==> config.mk <==
export PLATFORM = sky130hd
export DESIGN_NAME = sprite_animator
export DESIGN_NICKNAME = d
export VERILOG_FILES = /design/src/rtl/sprite_animator.sv
export SDC_FILE = /design/constraint.sdc
export NUM_CORES = 1
export LEC_CHECK = 0
export ABC_AREA = 1
export ABC_CLOCK_PERIOD_IN_PS = 11100
export BUFFER_PORTS_ARGS = -buffer_cell sky130_fd_sc_hd__buf_2
export CELL_PAD_IN_SITES_DETAIL_PLACEMENT = 1
export CELL_PAD_IN_SITES_GLOBAL_PLACEMENT = 2
export CORE_MARGIN = 4
export CORE_UTILIZATION = 35
export DETAILED_ROUTE_END_ITERATION = 8
export PLACE_DENSITY = 0.95
export SETUP_SLACK_MARGIN = 0.4
export SYNTH_ARGS = -nofsm -noshare
export SYNTH_HDL_FRONTEND = slang
export SYNTH_SLANG_ARGS = --single-unit
export TNS_END_PERCENT = 5
==> constraint.sdc <==
create_clock -name vga_clk -period 11.1 [get_ports vga_clk]
set_input_delay 1.665 -clock vga_clk [delete_from_list [all_inputs] [get_ports vga_clk]]
set_output_delay 1.665 -clock vga_clk [all_outputs]
set_load 0.01 [all_outputs]
==> src/rtl/sprite_animator.sv <==
// Animated sprite renderer for the VGA path. Position and flip are latched once per video
// frame, and the pixel pipeline has three cycles of latency.
module sprite_animator #(
  parameter int          SPR_W      = 60,
  parameter int          SPR_H      = 90,
  parameter int          SCALE_LOG2 = 1,
  parameter int          NUM_FRAMES = 4,
  parameter int          FRAME_HOLD = 6,
  parameter bit          LOOP       = 1'b1,
  parameter int          ADDR_W     = 15,
  parameter logic [11:0] KEY_RGB    = 12'hF0F,
  localparam int         FRAME_W    = (NUM_FRAMES > 1) ? $clog2(NUM_FRAMES) : 1
) (
  input  logic               vga_clk,
  input  logic               Reset,
  input  logic [9:0]         DrawX,
  input  logic [9:0]         DrawY,
  input  logic               blank,
  input  logic               frame_start,
  input  logic [9:0]         PosX,
  input  logic [9:0]         PosY,
  input  logic               flip,
  input  logic               anim_en,
  input  logic               anim_restart,
  output logic [ADDR_W-1:0]  rom_addr,
  input  logic [3:0]         rom_q,
  input  logic [3:0]         pal_r,
  input  logic [3:0]         pal_g,
  input  logic [3:0]         pal_b,
  output logic [3:0]         red,
  output logic [3:0]         green,
  output logic [3:0]         blue,
  output logic               sprite_on,
  output logic [FRAME_W-1:0] anim_frame,
  output logic               anim_done
);

  localparam int                HOLD_W   = (FRAME_HOLD > 1) ? $clog2(FRAME_HOLD) : 1;
  localparam logic [10:0]       BOX_W    = 11'(SPR_W << SCALE_LOG2);
  localparam logic [10:0]       BOX_H    = 11'(SPR_H << SCALE_LOG2);
  localparam logic [ADDR_W-1:0] FRAME_SZ = ADDR_W'(SPR_W * SPR_H);

  typedef enum logic {PLAY = 1'b0, HOLD_LAST = 1'b1} state_t;

  state_t              state_q;
  logic [HOLD_W-1:0]   hold_q;
  logic [FRAME_W-1:0]  frame_q;
  logic                done_q;
  logic [9:0]          px_q, py_q;
  logic                flip_q;
  logic [ADDR_W-1:0]   rom_addr_q, addr_d;
  logic                hit_d1_q, blank_d1_q, hit_d2_q, blank_d2_q;
  logic                sprite_on_q, on_d;
  logic [11:0]         rgb_q, rgb_d, pal_rgb_s;
  logic [10:0]         lx_s, ly_s, col_raw_s, col_s, row_s;
  logic                hit_s;

  // Shadow position/flip, only updated at a frame boundary to avoid tearing.
  always_ff @(posedge vga_clk) begin
    if (Reset) begin
      px_q   <= 10'd0;
      py_q   <= 10'd0;
      flip_q <= 1'b0;
    end else if (frame_start) begin
      px_q   <= PosX;
      py_q   <= PosY;
      flip_q <= flip;
    end
  end

  // Hit test and texel address; 11-bit offsets make off-screen parts clip rather than wrap.
  always_comb begin
    lx_s      = {1'b0, DrawX} - {1'b0, px_q};
    ly_s      = {1'b0, DrawY} - {1'b0, py_q};
    hit_s     = (DrawX >= px_q) && (DrawY >= py_q) && (lx_s < BOX_W) && (ly_s < BOX_H);
    col_raw_s = lx_s >> SCALE_LOG2;
    row_s     = ly_s >> SCALE_LOG2;
    if (flip_q) begin
      col_s = 11'(SPR_W - 1) - col_raw_s;
    end else begin
      col_s = col_raw_s;
    end
    if (hit_s) begin
      addr_d = ADDR_W'(frame_q) * FRAME_SZ + ADDR_W'(row_s) * ADDR_W'(SPR_W) + ADDR_W'(col_s);
    end else begin
      addr_d = {ADDR_W{1'b0}};
    end
  end

  // Colour-key transparency on the palette colour returned for the ROM texel.
  always_comb begin
    pal_rgb_s = {pal_r, pal_g, pal_b};
    on_d      = hit_d2_q & blank_d2_q & (pal_rgb_s != KEY_RGB);
    if (on_d) begin
      rgb_d = pal_rgb_s;
    end else begin
      rgb_d = 12'h000;
    end
  end

  // Three-stage pixel pipeline: address, ROM read, colour.
  always_ff @(posedge vga_clk) begin
    if (Reset) begin
      rom_addr_q  <= {ADDR_W{1'b0}};
      hit_d1_q    <= 1'b0;
      blank_d1_q  <= 1'b0;
      hit_d2_q    <= 1'b0;
      blank_d2_q  <= 1'b0;
      sprite_on_q <= 1'b0;
      rgb_q       <= 12'h000;
    end else begin
      rom_addr_q  <= addr_d;
      hit_d1_q    <= hit_s;
      blank_d1_q  <= blank;
      hit_d2_q    <= hit_d1_q;
      blank_d2_q  <= blank_d1_q;
      sprite_on_q <= on_d;
      rgb_q       <= rgb_d;
    end
  end

  // Animation sequencer; restart overrides any advance on the same cycle.
  always_ff @(posedge vga_clk) begin
    if (Reset || anim_restart) begin
      state_q <= PLAY;
      hold_q  <= {HOLD_W{1'b0}};
      frame_q <= {FRAME_W{1'b0}};
      done_q  <= 1'b0;
    end else if (frame_start && anim_en) begin
      case (state_q)
        PLAY: begin
          if (hold_q == HOLD_W'(FRAME_HOLD - 1)) begin
            hold_q <= {HOLD_W{1'b0}};
            if (frame_q < FRAME_W'(NUM_FRAMES - 1)) begin
              frame_q <= frame_q + FRAME_W'(1);
            end else if (LOOP) begin
              frame_q <= {FRAME_W{1'b0}};
            end else begin
              state_q <= HOLD_LAST;
              done_q  <= 1'b1;
            end
          end else begin
            hold_q <= hold_q + HOLD_W'(1);
          end
        end
        HOLD_LAST: begin
          frame_q <= FRAME_W'(NUM_FRAMES - 1);
          done_q  <= 1'b1;
        end
        default: begin
          state_q <= PLAY;
        end
      endcase
    end
  end

  assign rom_addr   = rom_addr_q;
  assign sprite_on  = sprite_on_q;
  assign {red, green, blue} = rgb_q;
  assign anim_frame = frame_q;
  assign anim_done  = done_q;

endmodule

# == Yosys cells after proc, flatten, opt, wreduce, memory -nomap -nowiden ==
# Index checks and enable logic that the tools add are counted.
# word_totals
ramBits,0
out_inout_bits,31
regBits,60
mem_count,0
inputBits,63
mem_bits_ro,0
latchBits,0
elab_cells,53
# classes
shift,0
n_bitwise,5
n_reduce_logical,10
div,0
mul,2
magnitude_cmp,5
addsub,7
mux,7
eq_ne,3
# op_table
cell,count
$sub 10x10->11,2
$ge 10x10->1,2
$add 15x11->15,1
$add 15x15->15,1
$mul 10x4->13 const B,1
$mul 2x10->12 const B,1
$ne 12x12->1 const B,1
$lt 11x7->1 const B,1
$lt 11x8->1 const B,1
$mux 11,1
$sub 6x10->11 const A,1
$reduce_and 2->1,3
$logic_and 1x1->1,4
$mux 2,2
$pmux 2 s2,1
$reduce_or 2->1,2
$add 3x1->3 const B,1
$eq 3x3->1 const B,1
$mux 3,1
$not 1->1,3
$add 2x1->2 const B,1
$and 1x1->1,2
$lt 2x2->1 const B,1
$mux 1,2
2 further kinds,2

# == Longest topological paths before layout ==
# Gate-level depths: netlist of the first run.
# depth
ltp_word,6
mapped_depth,32
depth_no_buf,32

# == Least setup slack after synthesis of the first run ==
# OpenSTA, ideal clock, no wires.
# synth_path
path_type,input to register
start,in DrawY[0]
end,reg rom_addr_q[13] (netlist: rom_addr[13])
n_path_buf,0
slack_ps,4765
t_required_ps,11039
setup_ps,61
arrival_time_ps,6274
path_stages,27
cell_sequence,inv_1 > ha_1 > fa_1 > nand3b_1 > a21oi_2 > nor2_1 > nand2_1 > nand2_4 > xor2_1 > inv_1 > ha_1 > inv_1 > fa_1 > inv_1 > ha_1 > nand2_1 > o21ai_0 > xor2_1 > fa_1 > ha_1 > nand2_1 > nor3_1 > nand3_1 > nand4_1 > xor2_1 > inv_1 > nor2_4
# synth_between
elab_chain_cells,6
word_cells_on_any_way,11
classes_between,add/sub: 3; mul: 1; order compare: 2; bitwise: 1; reduce/logical: 4
# synth_lines
element,line,rtl
start: declaration,17,"input logic [9:0] DrawY,"
branches (longest 6 deep; another with $add 15x15->15),--,
end signal: assignment,104,rom_addr_q <= {ADDR_W{1'b0}};
end signal: assignment,112,rom_addr_q <= addr_d;
end: declaration,51,"logic [ADDR_W-1:0] rom_addr_q, addr_d;"
# Several ways; the timed one is not identified.
# A chain may end at the register's enable or synchronous reset.

# == Final worst setup path of the first run ==
# layout_path
start,in DrawY[0]
end,reg rom_addr_q[14] (netlist: rom_addr[14])
# The elaborated chain is that of the path after synthesis.

==> run_results.csv, run 1 <==
group,metric,value,unit
sta,final-hold-violation-count,0,
cells_and_area,multiInputGateArea,3380,sq um
clocking,cts_root_buffer,"clkbuf_16",
sta,period_share,59.4,%
floorplan,coreArea,14600,sq um
routing,postRouteAntennaNets,0,
clocking,cts.sink_count,58,
worst_setup_path,crit_top_cell,"inv_1",
yosys,synth_seq_area_share,22.3,%
placed_design,io_buffers,88,
clocking,cts_hold_buf,0,
floorplan,die_h,130,microns
floorplan,io_pins,94,
clocking,clockBufferDepth,2,
yosys,synth_cell_types,40,
power_and_ir_drop,total_power,2.23,mW
status,status,"completed",
worst_setup_path,cpPeakStageDelay,510,ps
yosys,yosys-mux-area-fraction,0,%
global_routing,grt_pass1_wl,21600,microns
worst_setup_path,crit_family,"adder cells",
cells_and_area,regArea,1160,sq um
global_routing,grt-ovfl-total,0,
cells_and_area,syn2layout_area_growth,17.9,%
routing,vias_per_cell,4.65,
floorplan,dieWidth,130,microns
worst_setup_path,slowest_stage,"fa_1",
worst_setup_path,critPathKind,"in2reg",
worst_setup_path,worstPathArrival,6810,ps
worst_setup_path,startpoint_type,"primary input",
power_and_ir_drop,p_leak,3.36,nW
global_routing,grt_max_degree,41,
sta,fin_skew,13.0,ps
power_and_ir_drop,comb_power_share,76.4,%
clocking,cts.repair.resized,0,
global_routing,grtUsageTotal,15.9,%
routing,drt-total-wl,12500,microns
clocking,ctsHtreeMaxLevel,3,
floorplan,start_util,35.7,%
yosys,avgSynthCellArea,7.30,sq um
routing,drc,0,
placed_design,gp_congestion,0.833,
clocking,cts_tree,"done",
sta,setup_viol,0,
clocking,numCtsBuffers,9,
yosys,synth_compound_area_share,10.5,%
worst_setup_path,crit_buf_inv,7,
floorplan,die_area,16900,sq um
global_routing,antenna_found_initial,0,
clocking,post_cts_buffers,0,
global_routing,grt_pass1_vias,4826,
worst_setup_path,crit_fanout,6,
yosys,ys_warn_count,0,
routing,wirelength_met1,5820,microns
routing,routed-wl-met2,5950,microns
yosys,synthAdderAreaFrac,22.8,%
worst_setup_path,cp.required,11320,ps
power_and_ir_drop,intPower,1.07,mW
worst_setup_path,end_kind,"flip-flop",
power_and_ir_drop,p_sw,1.16,mW
yosys,synthSimpleGateAreaFrac,26.0,%
cells_and_area,drive_gt1_share,19.3,%
cells_and_area,fillers,1881,
yosys,synth_cells,714,
yosys,synth_xor_area_share,5.52,%
yosys,synth_nets,859,
routing,vias,4616,
power_and_ir_drop,power_frac_clock,13.8,%
min_path,hold_path_class,"reg2reg",
cells_and_area,nets,948,
clocking,clkTransAtPathRegs,50,ps
sta,setup_tns,0,ps
yosys,synth_top_family_by_area,"simple AND/OR/NAND/NOR gates",
placed_design,hpwl,10500,microns
sta,relSlewSlack,30.6,%
routing,drtIter0Drc,119,
routing,dr.pass1.iters,4,
power_and_ir_drop,sw_frac_of_total,52.1,%
sta,worst_pin_slew,1040,ps
sta,slew_viol_final,0,
yosys,ys_seq_elements,58,
job,cap_violations,0,
cells_and_area,diodes,0,
routing,wl_per_cell,12.6,microns
sta,min_period,6590,ps
sta,rsz0062_at_grt,"false",
yosys,syn-cell-area,5210,sq um
power_and_ir_drop,power.density,362,nW/um^2
power_and_ir_drop,ir_worst_vdd,178,uV
sta,fmax,152,MHz
floorplan,std_cell_rows,44,
routing,routed.top_layer,"met4",
power_and_ir_drop,seqPwrFrac,9.8,%
routing,wl_met3,530,microns
clocking,clk_latency,340,ps
==> final timing paths <==
check / start / end / slack [ps] / cells past startpoint
worst max-delay path: DrawY[0] / rom_addr[14] / 4510 / 31
worst min-delay path: blank_d1_q / blank_d2_q / 410 / 2
worst max register to register: py_q[2] / rom_addr[13] / 5600 / 28
worst min register to register: blank_d1_q / blank_d2_q / 410 / 2
==> per-stage QoR <==
step,utilization [%],hold WS [ps],std cells,worst slack [ps],cell area [sq um]
6_report,42.1,405,992,4510,6150
5_1_grt,42.1,429,992,3920,6150
4_1_cts,42.1,405,992,4430,6150
3_5_place_dp,39.9,398,976,4090,5820
3_3_place_gp,39.9,391,976,4180,5820
2_1_floorplan,-,388,714,4760,5210
==> cell usage after synthesis, drive strengths merged <==
master	instances	area share, %
a211oi	4	0.58
a21boi	5	0.72
a21o	2	0.29
a21oi	49	5.1
a31oi	3	0.36
and2	1	0.12
buf	3	0.74
clkbuf	7	0.50
conb	1	0.072
dfxtp	58	22
fa	22	8.4
ha	60	14
inv	161	12
nand2	144	12
nand3	43	4.7
nand3b	7	1.0
nand4	9	1.2
nor2	62	6.2
nor3	4	0.38
nor4	3	0.36
o21ai	30	3.0
o21bai	3	0.50
or2	1	0.12
xnor2	10	1.7
xor2	22	3.8
==> layout make-up <==
cell class,instances,area share [%]
Clock inverter,7,1.65
Sequential cell,58,18.9
Timing Repair Buffer,88,7.17
Clock buffer,9,3.66
Multi-Input combinational cell,485,55.0
Tap cell,184,3.75
Inverter,161,9.83
==> power groups by stage <==
stage               combinational, mW  sequential [mW]  clock, mW
finish                           1.70            0.217      0.308
global route                     2.00            0.218      0.324
CTS                              1.73            0.217      0.317
detailed placement               1.70            0.222          0
global placement                 1.66            0.222          0
floorplan                        1.38            0.221          0
==> per-layer routing <==
metal | vias to the layer above | GRT usage, %
li1 | 2400 | -
met1 | 2132 | 19.7
met2 | 70 | 27.8
met3 | 14 | 2.99
met4 | 0 | 4.83
met5 | - | 0
==> sequential cells by signal, indices dropped and copies added (netlist names), 2 cells and up <==
register    cells
py_q           10
rom_addr       15
px_q           10
anim_frame      2
rgb_q          12
hold_q          3
==> kinds of logic after synthesis <==
kind of cell / after synthesis
and+or+nand+nor: 274
buffers and inverters: 171
AOI/OAI and AO/OA: 96
adders and majority gates: 82
DFF: 58
xor gates and xnor gates: 32
other: 1
==> cells in the final DEF (no fill, tap or decap), drive strengths merged <==
master    synthesis  final
and2              1      1
buf               3     88
nor2             62     62
clkinv            0      1
a21boi            5      5
inv             161    163
nand2           144    144
nor4              3      3
nand3            43     43
a21o              2      2
ha               60     60
nand4             9      9
a31oi             3      3
a211oi            4      4
a21oi            49     49
nor3              4      4
or2               1      1
fa               22     22
bufinv            0      2
o21bai            3      3
xnor2            10     10
xor2             22     22
o21ai            30     30
dfxtp            58     58
clkbuf            7      9
clkinvlp          0      2
conb              1      1
nand3b            7      7
==> worst min-delay path: stages (launching register included) <==
cell     delay, ps
dfxtp_1        290
inv_1           40
nor2_1          30
No activity file was read; power rests on OpenSTA's default activity.
==> inputs of run 2 (changes only) <==
- ABC_CLOCK_PERIOD_IN_PS: 11100 -> 6300
- CORE_UTILIZATION: 35 -> 32
- PLACE_DENSITY: 0.95 -> 0.92
- clock period: 11.1 -> 6.3 ns (I/O delays scaled with it)
==> run_results.csv, run 2 (synthesized netlist as in run 1, its figures left out) <==
group,metric,value,unit
worst_setup_path,crit_path_end,"rom_addr[14]",
placed_design,io_buffers,88,
clocking,cts_tree,"done",
routing,routed.top_layer,"met4",
sta,worst_pin_slew,1060,ps
placed_design,post-place-ws,78.7,ps
placed_design,gp_congestion,0.803,
sta,setup_viol,0,
global_routing,grt_pass1_vias,4752,
worst_setup_path,regToRegStartpoint,"py_q[0]",
routing,routed-wl-met2,6170,microns
worst_setup_path,startpoint_type,"primary input",
cells_and_area,final_cell_mix,"inv_1 (157), nand2_1 (123), buf_2 (88), dfxtp_1 (58), ha_1 (54)",
floorplan,die_area,18400,sq um
worst_setup_path,cp.depth,24,
sta,setup_ws,682,ps
floorplan,io_pins,94,
clocking,clkTransAtPathRegs,60,ps
cells_and_area,mostFrequentLayoutCell,"inv_1",
cells_and_area,nets,953,
floorplan,die_h,136,microns
clocking,cts_hold_buf,0,
cells_and_area,layout.cells.non_filler,1029,
routing,wl_met3,553,microns
cells_and_area,design_area,6340,sq um
clocking,cts.sink_count,58,
cells_and_area,drive_gt1_share,21.9,%
global_routing,grt-ovfl-total,0,
sta,fin_skew,12.8,ps
cells_and_area,syn2layout_area_growth,21.7,%
routing,drtIter0Drc,124,
global_routing,grt_pass1_wl,21900,microns
min_path,worstHoldStart,"hit_d1_q",
sta,final-hold-violation-count,0,
routing,drt-total-wl,13000,microns
worst_setup_path,critPathKind,"in2reg",
worst_setup_path,worstPathArrival,5850,ps
placed_design,dpl_cell_area,5900,sq um
routing,wirelength_met1,6040,microns
sta,fmax,178,MHz
placed_design,place_inst,1013,
worst_setup_path,cpPeakStageDelay,570,ps
floorplan,std_cell_rows,46,
global_routing,grt_max_degree,41,
sta,relSlewSlack,29.4,%
worst_setup_path,end_kind,"flip-flop",
worst_setup_path,crit_buf_inv,7,
job,cap_violations,0,
clocking,clk_latency,350,ps
clocking,clockBufferDepth,2,
worst_setup_path,r2r-end,"rom_addr[14]",
routing,drc,0,
cells_and_area,fillers,2019,
floorplan,coreArea,15900,sq um
sta,period_share,89.2,%
placed_design,hpwl,10800,microns
routing,vias,4588,
worst_setup_path,slowest_stage,"fa_1",
routing,dr.pass1.iters,4,
clocking,ctsHtreeMaxLevel,3,
sta,setup_tns,0,ps
worst_setup_path,path_cells,"buf_2, inv_1, ha_1, fa_1, xor2_1, inv_1, fa_1, inv_1, fa_1, inv_1, fa_1, a31oi_2, xor2_1, fa_1, inv_1, ha_1, nand2_1, o21ai_0, nand2_1, nand4_1, nand3b_1, nand2_1, inv_1, nor2_4",
sta,slew_viol_final,0,
worst_setup_path,regToRegSetupSlack,1090,ps
worst_setup_path,startpoint,"DrawY[0]",
clocking,cts_root_buffer,"clkbuf_16",
status,status,"completed",
cells_and_area,diodes,0,
cells_and_area,largest_reg_flops,15,
floorplan,dieWidth,136,microns
sta,rsz0062_at_grt,"true",
routing,postRouteAntennaNets,0,
global_routing,antenna_found_initial,0,
routing,vias_per_cell,4.46,
worst_setup_path,crit_family,"adder cells",
worst_setup_path,r2r_cells,22,
worst_setup_path,crit_top_cell,"inv_1",
worst_setup_path,cp.required,6530,ps
min_path,hold_path_class,"reg2reg",
sta,min_period,5620,ps
worst_setup_path,crit_fanout,5,
global_routing,grtUsageTotal,14.9,%
clocking,numCtsBuffers,9,
floorplan,start_util,32.7,%
routing,wl_per_cell,12.6,microns
-- run 2: what timing repair did --
action,CTS,global route
resized for setup,0,25
buffers inserted,0,0
endpoints found under the setup margin,0,5
-- run 2: how the worst min path moves through the flow --
stage,slack (ps),to,cells past startpoint
finish,410,hit_d2_q,2
global route,420,hit_d2_q,2
CTS,410,hit_d2_q,2
detailed placement,400,hit_d2_q,2
global placement,390,hit_d2_q,2
floorplan,390,blank_d2_q,2
-- run 2: area by class of cell --
type                    count  area (sq um)  area share, %
inverters                 161           604           9.52
flip-flops and latches     58          1160           18.3
clock buffers               9           225           3.55
clock inverters             7           124           1.95
repair buffers             93           478           7.53
well taps                 216           270           4.26
multi-input cells         485          3480           54.9
-- run 2: metrics by stage --
step / hold WS [ps] / utilization, %
detailed placement: 401 / 37.0
finish: 405 / 39.8
floorplan: 388 / -
CTS: 408 / 39.2
global route: 421 / 39.8
global placement: 390 / 37.0
-- run 2: layer usage --
metal,vias up,track usage [%]
met3,14,2.79
met1,2087,18.5
met4,0,5.21
met2,75,26.0
met5,-,0
li1,2412,-
-- run 2: tightest hold or removal path, delay by kind of cell, from the launching register on --
family / cells / cell delay [ps]
buf+inv: 1 / 40
flops: 1 / 300
simple gates: 1 / 30
Power of run 2 is not shown: default switching activity piles up to over one toggle a cycle in this logic, so the estimate is an artifact.
